`config.mk`:
```
export PLATFORM = sky130hd
export DESIGN_NAME = ram_ctrl
export DESIGN_NICKNAME = d
export VERILOG_FILES = /design/src/rtl/ram_ctrl_pkg.sv /design/src/rtl/ram_ctrl.sv
export SDC_FILE = /design/constraint.sdc
export NUM_CORES = 1
export LEC_CHECK = 0
export BUFFER_PORTS_ARGS = -buffer_cell sky130_fd_sc_hd__buf_2
export CAP_MARGIN = 20
export CORE_MARGIN = 2
export CORE_UTILIZATION = 47
export CTS_CLUSTER_DIAMETER = 60
export DETAILED_ROUTE_END_ITERATION = 16
export GPL_TIMING_DRIVEN = 0
export PLACE_DENSITY_LB_ADDON = 0.2
export SLEW_MARGIN = 20
export SYNTH_ARGS = -nofsm -noshare
export SYNTH_HDL_FRONTEND = slang
export SYNTH_SLANG_ARGS = --single-unit
export TNS_END_PERCENT = 30
```
`constraint.sdc`:
```
create_clock -name clk -period 3.6 [get_ports clk]
set_clock_uncertainty 0.05 [all_clocks]
set_input_delay 0.18 -clock clk [delete_from_list [all_inputs] [get_ports clk]]
set_output_delay 0.18 -clock clk [all_outputs]
set_load 0.01 [all_outputs]
```
`src/rtl/ram_ctrl_pkg.sv`:
```
`default_nettype none
// +----------------------------------------------------------------------+
// | ram_ctrl_pkg: state encodings and command constants for ram_ctrl.    |
// | Revision: 1.0                                                        |
// +----------------------------------------------------------------------+
package ram_ctrl_pkg;

  localparam logic [2:0] S_CLEAR   = 3'd0;
  localparam logic [2:0] S_IDLE    = 3'd1;
  localparam logic [2:0] S_WRITE   = 3'd2;
  localparam logic [2:0] S_RD_ADDR = 3'd3;
  localparam logic [2:0] S_RD_CAP  = 3'd4;

  localparam logic CMD_WR = 1'b1;
  localparam logic CMD_RD = 1'b0;

endpackage
`default_nettype wire

```
`src/rtl/ram_ctrl.sv`:
```
`default_nettype none
// +----------------------------------------------------------------------+
// | ram_ctrl: command-side controller for an external synchronous RAM.   |
// | Optional RAM_CLEAR_EN: zero-fill sweep of the RAM after reset.       |
// | Revision: 1.0                                                        |
// +----------------------------------------------------------------------+
module ram_ctrl
  import ram_ctrl_pkg::*;
#(
  parameter int DATA_W = 4,
  parameter int ADDR_W = 4,
  parameter int DEPTH  = 16
) (
  input  logic              clk,
  input  logic              rst_n,
  input  logic              cmd_valid,
  output logic              cmd_ready,
  input  logic              cmd_wr,
  input  logic [ADDR_W-1:0] cmd_addr,
  input  logic [DATA_W-1:0] cmd_wdata,
  output logic              rd_valid,
  output logic [DATA_W-1:0] rd_data,
  output logic              err,
  output logic              clear_done,
  output logic              ram_we,
  output logic [ADDR_W-1:0] ram_addr,
  output logic [DATA_W-1:0] ram_wdata,
  input  logic [DATA_W-1:0] ram_q
);

`ifdef RAM_CLEAR_EN
  localparam logic [2:0] c_rst_state = S_CLEAR;
  localparam logic [ADDR_W-1:0] c_last_addr = ADDR_W'(DEPTH - 1);
`else
  localparam logic [2:0] c_rst_state = S_IDLE;
`endif

  logic [2:0]        r_state;
  logic [2:0]        w_state_nxt;
  logic              w_accept;
  logic              w_addr_ok;
  logic              w_we_nxt;
  logic [ADDR_W-1:0] w_addr_nxt;
  logic [DATA_W-1:0] w_wdata_nxt;
  logic              w_rd_valid_nxt;
  logic [DATA_W-1:0] w_rd_data_nxt;
  logic              w_err_nxt;

  assign cmd_ready = (r_state == S_IDLE);
  assign w_accept  = cmd_valid && cmd_ready;
  assign w_addr_ok = (32'(cmd_addr) < 32'(DEPTH));

`ifdef RAM_CLEAR_EN
  logic [ADDR_W-1:0] r_clr_addr;
  logic              r_clear_done;
  logic              w_clr_last;

  // The last sweep write is the cycle ram_we is high on the top address.
  assign w_clr_last = ram_we && (ram_addr == c_last_addr);
  assign clear_done = r_clear_done;

  always_ff @(posedge clk or negedge rst_n) begin
    if (!rst_n) begin
      r_clr_addr   <= '0;
      r_clear_done <= 1'b0;
    end else if (r_state == S_CLEAR) begin
      if (w_clr_last) r_clear_done <= 1'b1;
      else            r_clr_addr   <= r_clr_addr + 1'b1;
    end
  end
`else
  assign clear_done = 1'b1;
`endif

  always_ff @(posedge clk or negedge rst_n) begin
    if (!rst_n) r_state <= c_rst_state;
    else        r_state <= w_state_nxt;
  end

  always_comb begin
    w_state_nxt = r_state;
    case (r_state)
`ifdef RAM_CLEAR_EN
      S_CLEAR:   if (w_clr_last) w_state_nxt = S_IDLE;
`endif
      S_IDLE:
        if (w_accept && w_addr_ok)
          w_state_nxt = (cmd_wr == CMD_WR) ? S_WRITE : S_RD_ADDR;
      S_WRITE:   w_state_nxt = S_IDLE;
      S_RD_ADDR: w_state_nxt = S_RD_CAP;
      S_RD_CAP:  w_state_nxt = S_IDLE;
      default:   w_state_nxt = c_rst_state;
    endcase
  end

  // Next values of the registered outputs; address and data hold by default.
  always_comb begin
    w_we_nxt       = 1'b0;
    w_addr_nxt     = ram_addr;
    w_wdata_nxt    = ram_wdata;
    w_rd_valid_nxt = 1'b0;
    w_rd_data_nxt  = rd_data;
    w_err_nxt      = 1'b0;
    case (r_state)
`ifdef RAM_CLEAR_EN
      S_CLEAR:
        if (!w_clr_last) begin
          w_we_nxt    = 1'b1;
          w_addr_nxt  = r_clr_addr;
          w_wdata_nxt = '0;
        end
`endif
      S_IDLE:
        if (w_accept) begin
          if (!w_addr_ok) begin
            w_err_nxt = 1'b1;
          end else if (cmd_wr == CMD_WR) begin
            w_we_nxt    = 1'b1;
            w_addr_nxt  = cmd_addr;
            w_wdata_nxt = cmd_wdata;
          end else begin
            w_addr_nxt = cmd_addr;
          end
        end
      S_RD_CAP: begin
        w_rd_valid_nxt = 1'b1;
        w_rd_data_nxt  = ram_q;
      end
      default: ;
    endcase
  end

  always_ff @(posedge clk or negedge rst_n) begin
    if (!rst_n) begin
      ram_we    <= 1'b0;
      ram_addr  <= '0;
      ram_wdata <= '0;
      rd_valid  <= 1'b0;
      rd_data   <= '0;
      err       <= 1'b0;
    end else begin
      ram_we    <= w_we_nxt;
      ram_addr  <= w_addr_nxt;
      ram_wdata <= w_wdata_nxt;
      rd_valid  <= w_rd_valid_nxt;
      rd_data   <= w_rd_data_nxt;
      err       <= w_err_nxt;
    end
  end

endmodule
`default_nettype wire

```
* After elaboration in Yosys (flattened, before gate mapping) *
Cells that the tools add are included.

operators by class
  bitwise gates (word level) = 0
  multipliers = 0
  $add $sub $neg = 0
  equality and inequality tests = 4
  divide/modulo/power cells = 0
  shifts and indexed selects = 0
  order comparisons = 0
  muxes and demuxes = 7
  reductions and logical operators = 3

operators with widths
  operator                                                               count
  3-bit case mux with 2 select lines                                     1
  1-bit two-way mux                                                      5
  3-bit by 1-bit equality test with 1-bit output, second input constant  1
  3-bit by 2-bit equality test with 1-bit output, second input constant  1
  3-bit equality test, second input constant                             1
  3-bit two-way mux                                                      1
  3-bit AND reduction                                                    1
  2-bit by 1-bit != test with 1-bit output, second input constant        1
  2-bit AND reduction                                                    1
  1-bit logical AND                                                      1

storage, ports and cells
  input port bits = 16
  memories = 0
  ROM bits = 0
  output and inout port bits = 17
  memory bits (writable) = 0
  logic and storage cells = 20
  register bits = 17
  bits in latches = 0

* Depth between registers and ports, before layout *
Gate-level depths: netlist of run 1.

  depth in word-level cells = 4
  mapped depth = 4
  gate-level depth less buffers = 3

* Least setup slack after synthesis of run 1 *
No wires, ideal clock.

  path type = register to register
  from = register r_state[0]
  to = register ram_wdata[0]
  cell stages (with the launch flop) = 5
  period minus slack after synthesis = 1572 ps
  path slack = 2028 ps
  path buffers = 1
  data arrival time = 1397 ps
  required time = 3425 ps
  library setup time = 125 ps
  cell sequence = dfstp_2 -> nor3b_2 -> and3_1 -> buf_6 -> mux2_4

on the way
  word-level cells in the longest chain between the ends = 3

ends and longest elaborated chain
  element                                             line             RTL
  start: declaration                                  ram_ctrl.sv:38   logic [2:0] r_state;
  start signal: assignment                            ram_ctrl.sv:76   if (!rst_n) r_state <= c_rst_state;
  start signal: assignment                            ram_ctrl.sv:77   else r_state <= w_state_nxt;
  3-bit by 1-bit equality test with 1-bit output (*)  ram_ctrl.sv:49   assign cmd_ready = (r_state == S_IDLE);
  via cmd_ready                                       ram_ctrl.sv:17   output logic cmd_ready,
  1-bit logical AND                                   ram_ctrl.sv:50   assign w_accept = cmd_valid && cmd_ready;
  3-bit AND reduction (no source line) (*)            n/a
  end signal: assignment                              ram_ctrl.sv:144  ram_wdata <= w_wdata_nxt;
  end: declaration                                    ram_ctrl.sv:27   output logic [DATA_W-1:0] ram_wdata,

Mark *: on every way through the listed nets, which the timed path passes. The rest lies on a longest branch.
A chain may end at the register's enable or synchronous reset.

* Final worst setup path of run 1 *
  from = register r_state[0]
  to = register ram_wdata[1]

on the way
  word-level cells in the longest chain between the ends = 3

ends and longest elaborated chain
  element                                             line
  3-bit by 1-bit equality test with 1-bit output (*)  ram_ctrl.sv:49, ram_ctrl.sv:104
  1-bit logical AND                                   ram_ctrl.sv:50
  3-bit AND reduction (no source line) (*)            n/a

Every way passes the cells marked *; elsewhere a longest branch is shown, timed or not.

==> summary.md, run 1 <==
The critical path is of the flip-flop to flip-flop type. The core box area is 1330 um^2, and the number of buffers added on ports is 30. Timing analysis after detailed placement gives a worst setup slack of 2.06 ns. Once the floorplan was initialized, standard cells occupied 52.1% of the core.

After synthesis, the largest area contributor takes up 57.7% of total cell area. The number of buffers on the longest clock path came out at 2. The number of nets in the synthesized netlist is 58.

The flow ran to the end, and the final reports show no timing, DRC or antenna violations. After detailed routing, the number of remaining DRC violations is 0. For the area of the mapped netlist, the log shows 694 um^2.

Sequential elements use 61.4% of the synthesized area. For the internal power consumption, the log shows 518 uW. Of the total power, the clock network draws 12.3%.

For the finished layout, the period the worst path requires is 1.55 ns. Setup repair after global routing left no endpoint under its margin. The number of failing setup endpoints in the final timing report was 0; the fraction of the cycle the final worst path needs was 43.0%. The number of setup buffers added after CTS is 0. The path type of the worst min-delay path was input pin to flip-flop. After synthesis, the cell types taking the most area are sky130_fd_sc_hd__dfrtp_1 (58%), sky130_fd_sc_hd__mux2_4 (17%), sky130_fd_sc_hd__mux2_2 (6.5%). The number of antenna violations at the first check in global routing is 0, and the number of warnings issued by yosys is 0.

The number of different library cells used by synthesis comes to 13. For this block, the via count after detailed routing is 436. The run gives 1950 um as the global-route wire length before repair. TritonCTS built the clock tree.

The run gives 1 as the number of buffers inserted for hold repair after clock tree synthesis. The post-detailed-route via-to-cell ratio works out to 4.74. Global-route total usage across every layer: 14.6%. Sequential cells account for 44.5% of the total power. The logs give 0 for the final antenna-violating net count and 2.05 ns for the minimum setup slack among reg-to-reg paths. The repair_antennas step left the layout with diodes totalling 0. Net switching is 30.7% of the power. The tree built by TritonCTS fans out to 17 sinks. The number of cells on the worst reg-to-reg path came out at 4. Adding up every negative setup slack in the final design gives 0 ns. Startpoint kind of the worst setup timing path: a flip-flop.

The count of TritonRoute iterations in the first routing pass came out at 2. The largest total area in the synthesized netlist belongs to sky130_fd_sc_hd__dfrtp_1. The run gives 0 as the final-report max-slew violation count.

The final worst setup slack is 2.05 ns, and the upper clock frequency limit is 647 MHz. Buffers inserted during clock tree synthesis total 3. For the H-tree depth, the log shows 1. The signed area change from the synthesized netlist to the final layout is 29.5%. The tree is rooted in a sky130_fd_sc_hd__clkbuf_4.

For this run the aggregate overflow at the end of global routing stands at 0. The average instance in the mapped netlist occupies 16.5 um^2. Pin placement for this block handled 33 I/O pins. The switching power summed over all nets is 229 uW, and the areal power density over the cells is 831 nW/um^2. The number of cells upsized or downsized after cts is 0. Measured along the x axis, the die boundary spans 42.4 um. In this run the critical register-to-register path is captured at ram_wdata[1]. In this run the vertical extent of the chip is 42.4 um.

The tools report the number of global-route vias before repair as 454. Clock-pin slew was measured on the worst setup and hold paths at 0.08 ns. At the later pin of the worst-skew pair, clock insertion delay measures 0.27 ns.

The overall die area is 1800 um^2. The number of max-cap violations is 0, and the maximum fanout encountered on the critical timing path is 5. Of the cells placed in the final design, the portion with a size suffix greater than 1 is 70.1%. The most critical setup path has its startpoint at r_state[0]. The average routed wire per standard cell came out at 12.0 um.

At the worst endpoint, the arrival time is 1.65 ns. Most frequent standard cell in the layout excluding fill and tap cells: sky130_fd_sc_hd__buf_2. The routed wire length is 1100 um, and the final layout net count is 94. The number of cells produced by synthesis came out at 42.

Counting flops and latches in the post-synthesis netlist gives 17. On the final layout, the worst hold slack is 0.0832 ns. Leaving out fill and tap cells, the most frequent cells in the layout are sky130_fd_sc_hd__buf_2 (30), sky130_fd_sc_hd__dfrtp_1 (16), sky130_fd_sc_hd__mux2_4 (8). The largest vdd supply drop came out at 469 uV. The run gives 13 as the number of placement rows.

Entering global routing, the biggest net connects 18 pins. The critical path ends at ram_wdata[1]. The logs give 3.71 ns for the required time at the endpoint of the critical path and 1 for the starting DRC count in detailed routing.

The final hold violation count came out at 0. STA classifies the critical path endpoint as a flip-flop. The worst register-to-register path begins at r_state[0]. The congestion estimate from routability-driven global placement came to 0.704.

For this design the static power due to leakage is 0.476 nW. Of the total power, combinational logic draws 43.2%.
## area by class of cell
| cell class | count | area, um^2 |
|---|---|---|
| Sequential cell | 17 | 427 |
| Clock buffer | 4 | 26.3 |
| Buffer | 4 | 33.8 |
| Timing Repair Buffer | 31 | 160 |
| Fill cell | 103 | 434 |
| Multi-Input combinational cell | 21 | 234 |
| Tap cell | 15 | 18.8 |
## worst max-delay path: stages (launching register included)
cell and delay, ns:
sky130_fd_sc_hd__dfstp_2 0.56, sky130_fd_sc_hd__nor3b_2 0.20, sky130_fd_sc_hd__and3_1 0.19, sky130_fd_sc_hd__buf_6 0.12, sky130_fd_sc_hd__mux2_4 0.30
## per-stage QoR
stage          instance area [um^2]  utilization (%)  cells  total power, mW
2_1_floorplan                   694                -     42            0.543
3_3_place_gp                    863             64.7     87            0.654
3_5_place_dp                    863             64.7     87            0.663
4_1_cts                         900             67.4     92            0.760
5_1_grt                         900             67.4     92            0.799
6_report                        900             67.4     92            0.747
## power groups by stage
| stage | Sequential, mW | Combinational, mW | Clock (mW) |
|---|---|---|---|
| CTS | 0.333 | 0.329 | 0.0970 |
| floorplan | 0.368 | 0.175 | 0 |
| global placement | 0.333 | 0.320 | 0 |
| detailed placement | 0.335 | 0.328 | 0 |
| finish | 0.333 | 0.323 | 0.0916 |
| global route | 0.347 | 0.347 | 0.105 |
## worst min-delay path by stage
stage	start	end	cells after the start
after floorplan	rst_n	r_state[1]	0
after global placement	rst_n	rd_data[2]	1
after detailed placement	rst_n	rd_valid	1
after CTS	cmd_addr[1]	ram_addr[1]	2
after global routing	cmd_addr[2]	ram_addr[2]	2
final	ram_q[2]	rd_data[2]	2
## layer usage
layer,part of all wire [%],track usage (%)
met5,0,0
met4,0,5.63
met3,9.2,3.88
met2,48,22.2
met1,43,19.9
## state kept, by name, summed over array words and instances (netlist names)
name	flops
ram_addr	4
ram_wdata	4
rd_data	4
r_state	3
ram_we	1
rd_valid	1
## logic make-up after synthesis
group / after synthesis / share of synthesized area [%]
flops: 17 / 61.4
mux: 12 / 23.8
simple gates: 6 / 8.11
buf+inv: 4 / 4.86
other cells: 2 / 1.08
compound gates: 1 / 0.720
## synthesized netlist by cell type
cell,instances
sky130_fd_sc_hd__and3_1,1
sky130_fd_sc_hd__buf_4,3
sky130_fd_sc_hd__a21oi_1,1
sky130_fd_sc_hd__dfrtp_1,16
sky130_fd_sc_hd__mux2_2,4
sky130_fd_sc_hd__or3b_2,1
sky130_fd_sc_hd__conb_1,2
sky130_fd_sc_hd__mux2_4,8
sky130_fd_sc_hd__and3b_2,1
sky130_fd_sc_hd__buf_6,1
sky130_fd_sc_hd__and2_1,1
sky130_fd_sc_hd__nor3b_2,2
sky130_fd_sc_hd__dfstp_2,1
(Power assumes the default switching activity.)
==> run 2, diff against run 1 <==
Settings changed: ABC_AREA set to 1, CORE_UTILIZATION 47 to 39.
Clock period 3.6 ns to 1.3 ns, I/O delays scaled along.
==> run 2 against run 1 <==
Global-route usage grew 2.1 points. Clock power grew to 3.0 times the previous value. Critical path type is now flip-flop to primary output. Largest power group is now combinational cells. Cell count grew 50%.
==> summary.md, run 2 <==
Setup violations remaining at the end of the flow were counted as 0. The tools report the area of the mapped netlist as 687 um^2. Setup repair after global routing could not meet its margin everywhere.

The average routed wire per standard cell was 10.9 um. The required time at the endpoint of the critical path came out at 1.19 ns. Summed over all cells, the static leakage comes to 0.598 nW.

For the overall die area, the log shows 2110 um^2. STA classifies the critical path endpoint as a primary output. The starting density of the core is 40.7%, and the signed area change from the synthesized netlist to the final layout is 50.6%. Sorting the synthesized cells by how often they occur yields sky130_fd_sc_hd__nand2_1 (29), sky130_fd_sc_hd__dfrtp_1 (16), sky130_fd_sc_hd__nand3_1 (9). For the number of global-route vias before repair, the log shows 582. The run gives 62.1% as the share of synthesized area occupied by flip-flops and latches. The run gives 120 as the cell count after placement. The detailed router finished its first iteration with 6 violations. The area fraction of the dominant cell type after synthesis came out at 58.3%. The insertion delay of the later-clocked pin in the worst-skew pair was 0.29 ns. TritonCTS created 3 clock buffers. In this design, the stage delay of the slowest critical-path cell is 0.55 ns. The maximum fanout encountered on the critical timing path was 2.

For the finished layout, the period the worst path requires is 1.25 ns. The clock passes through at most 2 buffers. The number of cells produced by synthesis is 73. The capture point of the critical path is cmd_ready. Data arrives at the worst endpoint at 1.13 ns. Buffers placed on the I/O ports in this run total 30. The maximum number of pins on one net before global-route repair was 18; the worst slack at placement was 0.0577 ns.

Counting instances, the worst hold path has a depth of 3. For the largest vdd supply drop, the log shows 967 uV. In this run the critical register-to-register path is launched from r_state[0]. The tools report the H-tree depth as 1. The sum of negative setup slack came out at 0 ns.

The cell with the biggest individual delay on the critical path was sky130_fd_sc_hd__dfstp_2. In the final layout, the registers with the most flip-flops are ram_addr: 4 flops, ram_wdata: 4 flops, rd_data: 4 flops. For the post-synthesis net count, the log shows 89.

By area the synthesized netlist is led by sky130_fd_sc_hd__dfrtp_1 (58%), sky130_fd_sc_hd__nand2_1 (16%), sky130_fd_sc_hd__nand3_1 (6.6%). The total number of cells along the worst setup path works out to 3. After clock tree synthesis, the clock-pin slew on the worst setup and hold paths is 0.10 ns.

The total area inside the core boundary comes to 1690 um^2. In the finished design, the share of the clock period the worst path needs comes to 95.8%. Once detail routing completed, the nets flagged for antenna violations numbered 0. The run gives 0.0238 ns as the final hold slack. The routed wire length is 1500 um, and the count of inserted antenna diode cells is 0.

The tools report the critical register-to-register path endpoint as ram_addr[0]. The path type of the worst min-delay path was input pin to flip-flop. The final hold violation count was 0; the number of clock sinks was 17. Once detailed placement completed, the half-perimeter wirelength came to 978 um. Number of flip-flops and latches in the synthesized netlist: 17.

For this run, the number of standard cells in the final layout without fillers is 138. The number of antenna violations at the first check in global routing was 0. The flow ran to the end, and the final reports show no timing, DRC or antenna violations.

The post-route netlist has 38.8% of its cells at a drive strength greater than 1. The setup path with the least slack is of type flip-flop to primary output. Average instance area after synthesis: 9.41 um^2. The sum of buffers and inverters on the critical path is 1. In the layout the commonest cells are sky130_fd_sc_hd__nand2_1 (29), sky130_fd_sc_hd__buf_2 (29), sky130_fd_sc_hd__dfrtp_1 (16). Setup slack closes at 0.0540 ns.

The cell taking the most area after synthesis is sky130_fd_sc_hd__dfrtp_1. TritonCTS built the clock tree. The number of vias in the routed layout was 633. In this design, the largest share of critical-path delay is due to flip-flops. The first global-routing pass estimated 2400 um of wire. In the routed design, unresolved DRC markers number 0. The cell with the most instances after synthesis is sky130_fd_sc_hd__nand2_1. Counting flops with an async set or reset pin after synthesis yields a share of 100%.

For this run, the total global-route usage over all layers was measured as 16.6%. The post-route total power came out at 2.16 mW. Number of distinct library cells after synthesis: 13.

The number of max-cap violations was 0; the number of cells on the worst reg-to-reg path was 5. Yosys mapped a number of flops with a built-in enable equal to 0. For this design the ratio of total power to cell area is 2090 nW/um^2. The die is 46.0 um tall.

For this run, the detailed router's first-pass iteration total came to 2. The die is 46.0 um wide. The tree is rooted in a sky130_fd_sc_hd__clkbuf_4.

In this run the register-to-register setup slack is 0.14 ns. Yosys printed 0 warnings. The post-detailed-route via-to-cell ratio works out to 4.59. Traced cell by cell, the critical path runs through nand2_2, nor2_4, buf_6. The congestion estimate from routability-driven global placement came to 0.700.

The tools report the total global routing overflow as 0. Primary flip-flop cell chosen by synthesis mapping: sky130_fd_sc_hd__dfrtp_1. The tools report the upper clock frequency limit as 803 MHz. The final layout net count is 138. Startpoint kind of the worst setup timing path: a flip-flop. The initialized floorplan defines 15 standard-cell rows. The number of primary I/O pins is 33.

The run gives 0 as the final-report max-slew violation count. The worst hold path begins at cmd_valid. In this run the worst setup path begins at r_state[0].
==> run 2: cell types whose count changed after synthesis, sizes merged <==
cell   delta
or3b      -1
buf       -2
nor2      +3
o21ai     +1
nor3b     -2
inv       +7
a21oi     -1
and3      -1
and3b     -1
nand2    +30
and2      -1
mux2     -12
nand3    +11
==> run 2: power breakdown <==
group | switching, mW | internal, mW | leakage [nW]
Sequential | 0.138 | 0.775 | 0.211
Clock | 0.162 | 0.114 | 0.0177
Combinational | 0.547 | 0.423 | 0.369
==> run 2: logic make-up (layout without fill, tap and decap cells) <==
family / after synthesis / count (layout) / share of synthesized area (%)
AND/OR/NAND/NOR: 44 / 44 / 30.1
flip-flops: 17 / 17 / 62.1
buffers and inverters: 9 / 57 / 6.01
other: 2 / 2 / 1.09
AO/OA/AOI/OAI: 1 / 1 / 0.728
==> run 2: worst min-delay path, cell delays in order <==
cell	delay [ns]
sky130_fd_sc_hd__buf_2	0.14
sky130_fd_sc_hd__nand3_1	0.08
sky130_fd_sc_hd__nand2_1	0.04
==> run 2: what timing repair did <==
item	CTS	global route
resized for setup	0	2
setup buffers	1	0
setup endpoints to repair	1	5
endpoints found under the hold margin	29	0
hold buffers	13	0
pin swaps	1	2
==> run 2: final cells by class <==
class	count	area, um^2
Buffer	2	15.0
Clock inverter	1	5.00
Inverter	7	26.3
Timing Repair Buffer	44	294
Fill cell	155	654
Multi-Input combinational cell	47	224
Clock buffer	3	22.5
Tap cell	17	21.3
Sequential cell	17	427
==> run 2: stage by stage <==
step / cell area, um^2 / utilization [%]
after floorplan: 687 / -
after CTS: 1020 / 60.6
after detailed placement: 858 / 50.8
after global placement: 858 / 50.8
after global routing: 1030 / 61.3
final: 1030 / 61.3
==> run 2: worst min path at each step <==
| stage | endpoint | slack [ns] |
|---|---|---|
| 2_1_floorplan | r_state[1] | -0.28 |
| 3_3_place_gp | ram_wdata[3] | -0.04 |
| 3_5_place_dp | rd_data[3] | -0.04 |
| 4_1_cts | ram_addr[3] | 0.01 |
| 5_1_grt | ram_addr[1] | 0.03 |
| 6_report | ram_addr[2] | 0.02 |
==> run 2: metal layers <==
layer  vias to the layer above  global-route usage, %  part of all wire [%]
li1                        315                      -                     -
met1                       296                   18.3                    42
met2                        20                   28.3                    52
met3                         2                   5.16                   5.5
met4                         0                   8.57                  0.73
met5                         -                      0                     0
==> run 3, diff against run 2 <==
Settings changed: REMOVE_ABC_BUFFERS set to 1.
==> run 3 against run 2 <==
Core utilization decreased by 0.96 points. Register-to-register slack about the same. Power shrank 0.30%. Clock-buffer cell count increased by 1. First-iteration DRC count is 17% higher. Critical path depth unchanged. Wire length increased by 0.87%. Global-route usage hardly changed. Die area stayed put. Sequential cell count unchanged. Cell count decreased by 1.4%. Non-clock buffer count down 2. Critical path type unchanged. Critical endpoint unchanged. Largest cell class unchanged.
==> summary.md, run 3 (synthesis results as in run 2) <==
The pre-antenna-repair detailed-routing pass consisted of 4 iterations. The logs give 136 for the final layout net count and 948 uV for the largest vdd supply drop. On the critical path, the stage with the largest delay is an instance of sky130_fd_sc_hd__dfstp_2. After clock tree synthesis, the clock-pin slew on the worst setup and hold paths is 0.10 ns.

In this run, flip-flops and latches consume 42.3% of the power. The run gives 33 as the number of primary I/O pins. Setup repair after global routing left no endpoint under its margin. The run gives 1510 um as the routed wire length. Compared with the post-synthesis result, the final layout area differs by 48.3%. In this run the critical register-to-register path is captured at ram_addr[1]. The critical path in this run is classified as flip-flop to primary output. Port buffering added 30 buffers.

For this run, the slowest stage of the critical path takes 0.55 ns. The startpoint of the most critical register-to-register path was r_state[0]. At the end of routability-driven placement, the weighted congestion stood at 0.690. The tools report the startpoint of the worst hold path as cmd_valid. From left edge to right edge, the die measures 46.0 um. After filler insertion, the fill cell instance count of the layout stands at 156. Cells with a size suffix above 1 make up 37.0% of the layout.

Number of placement rows: 15. The number of failing setup endpoints in the final timing report came out at 0. TritonCTS built the clock tree.

For the sum of negative setup slack, the log shows 0 ns. Detailed routing inserted a total of 613 vias. Entering global routing, the biggest net connects 18 pins. The global-route wire length before repair was 2440 um; the post-detailed-route DRC marker count was 0. The floorplan step defined a die boundary enclosing 2110 um^2. The largest registers in the layout are ram_addr: 4 flops, ram_wdata: 4 flops, rd_data: 4 flops. For this design the total switching power over the nets is 839 uW. Counting cells, the worst reg-to-reg path comes to 5. Traced cell by cell, the critical path runs through nand2_2, nor2_4, buf_6. For this block, the initial DRC count from the detailed router was 7. The run gives 3 as the number of CTS-inserted buffers. The met3 layer usage reported by global route was 2.78%; the fraction of the cycle the final worst path needs was 95.3%.

The clock network burns 13.0% of the power. The leakage power of the design was 0.586 nW; the maximum fanout encountered on the critical timing path was 2. The post-route minimum period came out at 1.24 ns. The buffer type at the clock tree root is sky130_fd_sc_hd__clkbuf_4. The run gives 0.13 ns as the minimum setup slack among reg-to-reg paths. Cell internal power was estimated by the tool at 1.31 mW. For the H-tree depth, the log shows 1. The run gives 0 as the total global routing overflow.

Global routing used 19.9% of the available met1 tracks. The tools report the endpoint class of the critical path as a primary output. For the core box area, the log shows 1690 um^2. The logic gate share of total power was 44.7%. The global-route total usage across every layer is 16.7%, and the number of antenna violations at the first check in global routing is 0. Counting instances, the worst hold path has a depth of 3.

After detailed routing, the number of vias per cell comes to 4.51. Number of global-route vias before repair: 576. The number of clock sinks is 17.

In the layout the commonest cells are sky130_fd_sc_hd__nand2_1 (29), sky130_fd_sc_hd__buf_2 (29), sky130_fd_sc_hd__dfrtp_1 (16). In this run the power density over the cells is 2110 nW/um^2. For this run, global-route usage on met2 was measured as 26.9%. The run finished with clean final reports. The tools report the data arrival at the endpoint of the critical path as 1.12 ns. The tool flagged a number of max-cap violations equal to 0. The die is 46.0 um tall. The starting density of the core was 40.7%.

The global routing's busiest layer is met2. The final hold violation count is 0. The startpoint kind of the worst setup timing path was a flip-flop.

The required time at the endpoint of the critical path is 1.19 ns. Summed over all nets, the half-perimeter wirelength after detailed placement is 936 um. The utilization after layout was 60.3%; the average routed wire per standard cell was 11.1 um.

Net switching is 39.0% of the power. The final antenna-violating net count came out at 0. No sink is reached through more buffers than the 2 on the longest clock path. The number of antenna diodes in the final layout is 0. The worst hold path terminates at ram_addr[2]. Final-report max-slew violation count: 0.

The tightest min-delay check is of the input pin to flip-flop type. Timing would allow up to 807 MHz. The clock reaches the later pin of the worst-skew pair after 0.29 ns.
[run 3: cell count changes in the layout (fill, tap and decap cells not counted)]
cell	before	now
sky130_fd_sc_hd__buf_4	3	1
sky130_fd_sc_hd__clkbuf_1	0	1
sky130_fd_sc_hd__clkinv_2	1	0
[run 3: power by group through the flow]
| stage | clock network, mW | logic [mW] | registers, mW |
|---|---|---|---|
| after floorplan | 0 | 0.426 | 1.01 |
| after global placement | 0 | 0.845 | 0.913 |
| after detailed placement | 0 | 0.860 | 0.921 |
| after CTS | 0.291 | 0.975 | 0.914 |
| after global routing | 0.316 | 1.09 | 0.944 |
| final | 0.280 | 0.963 | 0.910 |
[run 3: repair_timing]
action                     in CTS  in global routing
setup buffers                   1                  0
cloned                          0                  0
hold endpoints to repair       29                  0
gates resized for setup         1                  1
pin swaps                       1                  1
hold buffers                   13                  0
setup endpoints to repair       1                  5
[run 3: how the worst max path moves through the flow]
stage               cells past startpoint  startpoint          end  slack [ns]
finish                                  3  r_state[0]    cmd_ready        0.06
floorplan                               5  r_state[0]  ram_addr[0]        0.20
global route                            3  r_state[0]    cmd_ready        0.01
detailed placement                      5  r_state[0]  ram_addr[0]        0.08
CTS                                     3  r_state[0]    cmd_ready        0.01
global placement                        5  r_state[0]  ram_addr[1]        0.09
[run 3: cell type report]
type | instances | area [um^2] | area share (%)
Sequential cell | 17 | 427 | 41.9
Clock buffer | 4 | 26.3 | 2.58
Inverter | 7 | 26.3 | 2.58
Multi-Input combinational cell | 47 | 224 | 22.0
Tap cell | 17 | 21.3 | 2.09
Timing Repair Buffer | 44 | 294 | 28.9
[run 3: through the flow]
step / instances / power [mW] / worst slack [ns] / instance area, um^2 / hold WS (ns)
6_report: 136 / 2.15 / 0.0611 / 1020 / 0.0262
5_1_grt: 136 / 2.35 / 0.0103 / 1020 / 0.0376
4_1_cts: 136 / 2.18 / 0.0105 / 1010 / 0.00951
3_5_place_dp: 118 / 1.78 / 0.0761 / 843 / -0.0438
3_3_place_gp: 118 / 1.76 / 0.0932 / 843 / -0.0462
2_1_floorplan: 71 / 1.44 / 0.198 / 672 / -0.281
[run 3: layer usage]
metal	share of wire (%)	up-vias
li1	-	313
met1	44	283
met2	52	15
met3	2.8	2
met4	0.79	0
met5	0	-
[run 3: worst max-delay path: cells and delay by family (launching register included)]
kind,cells,cell delay [ns]
flip-flops,1,0.55
buffers and inverters,1,0.11
AND/OR/NAND/NOR,2,0.17
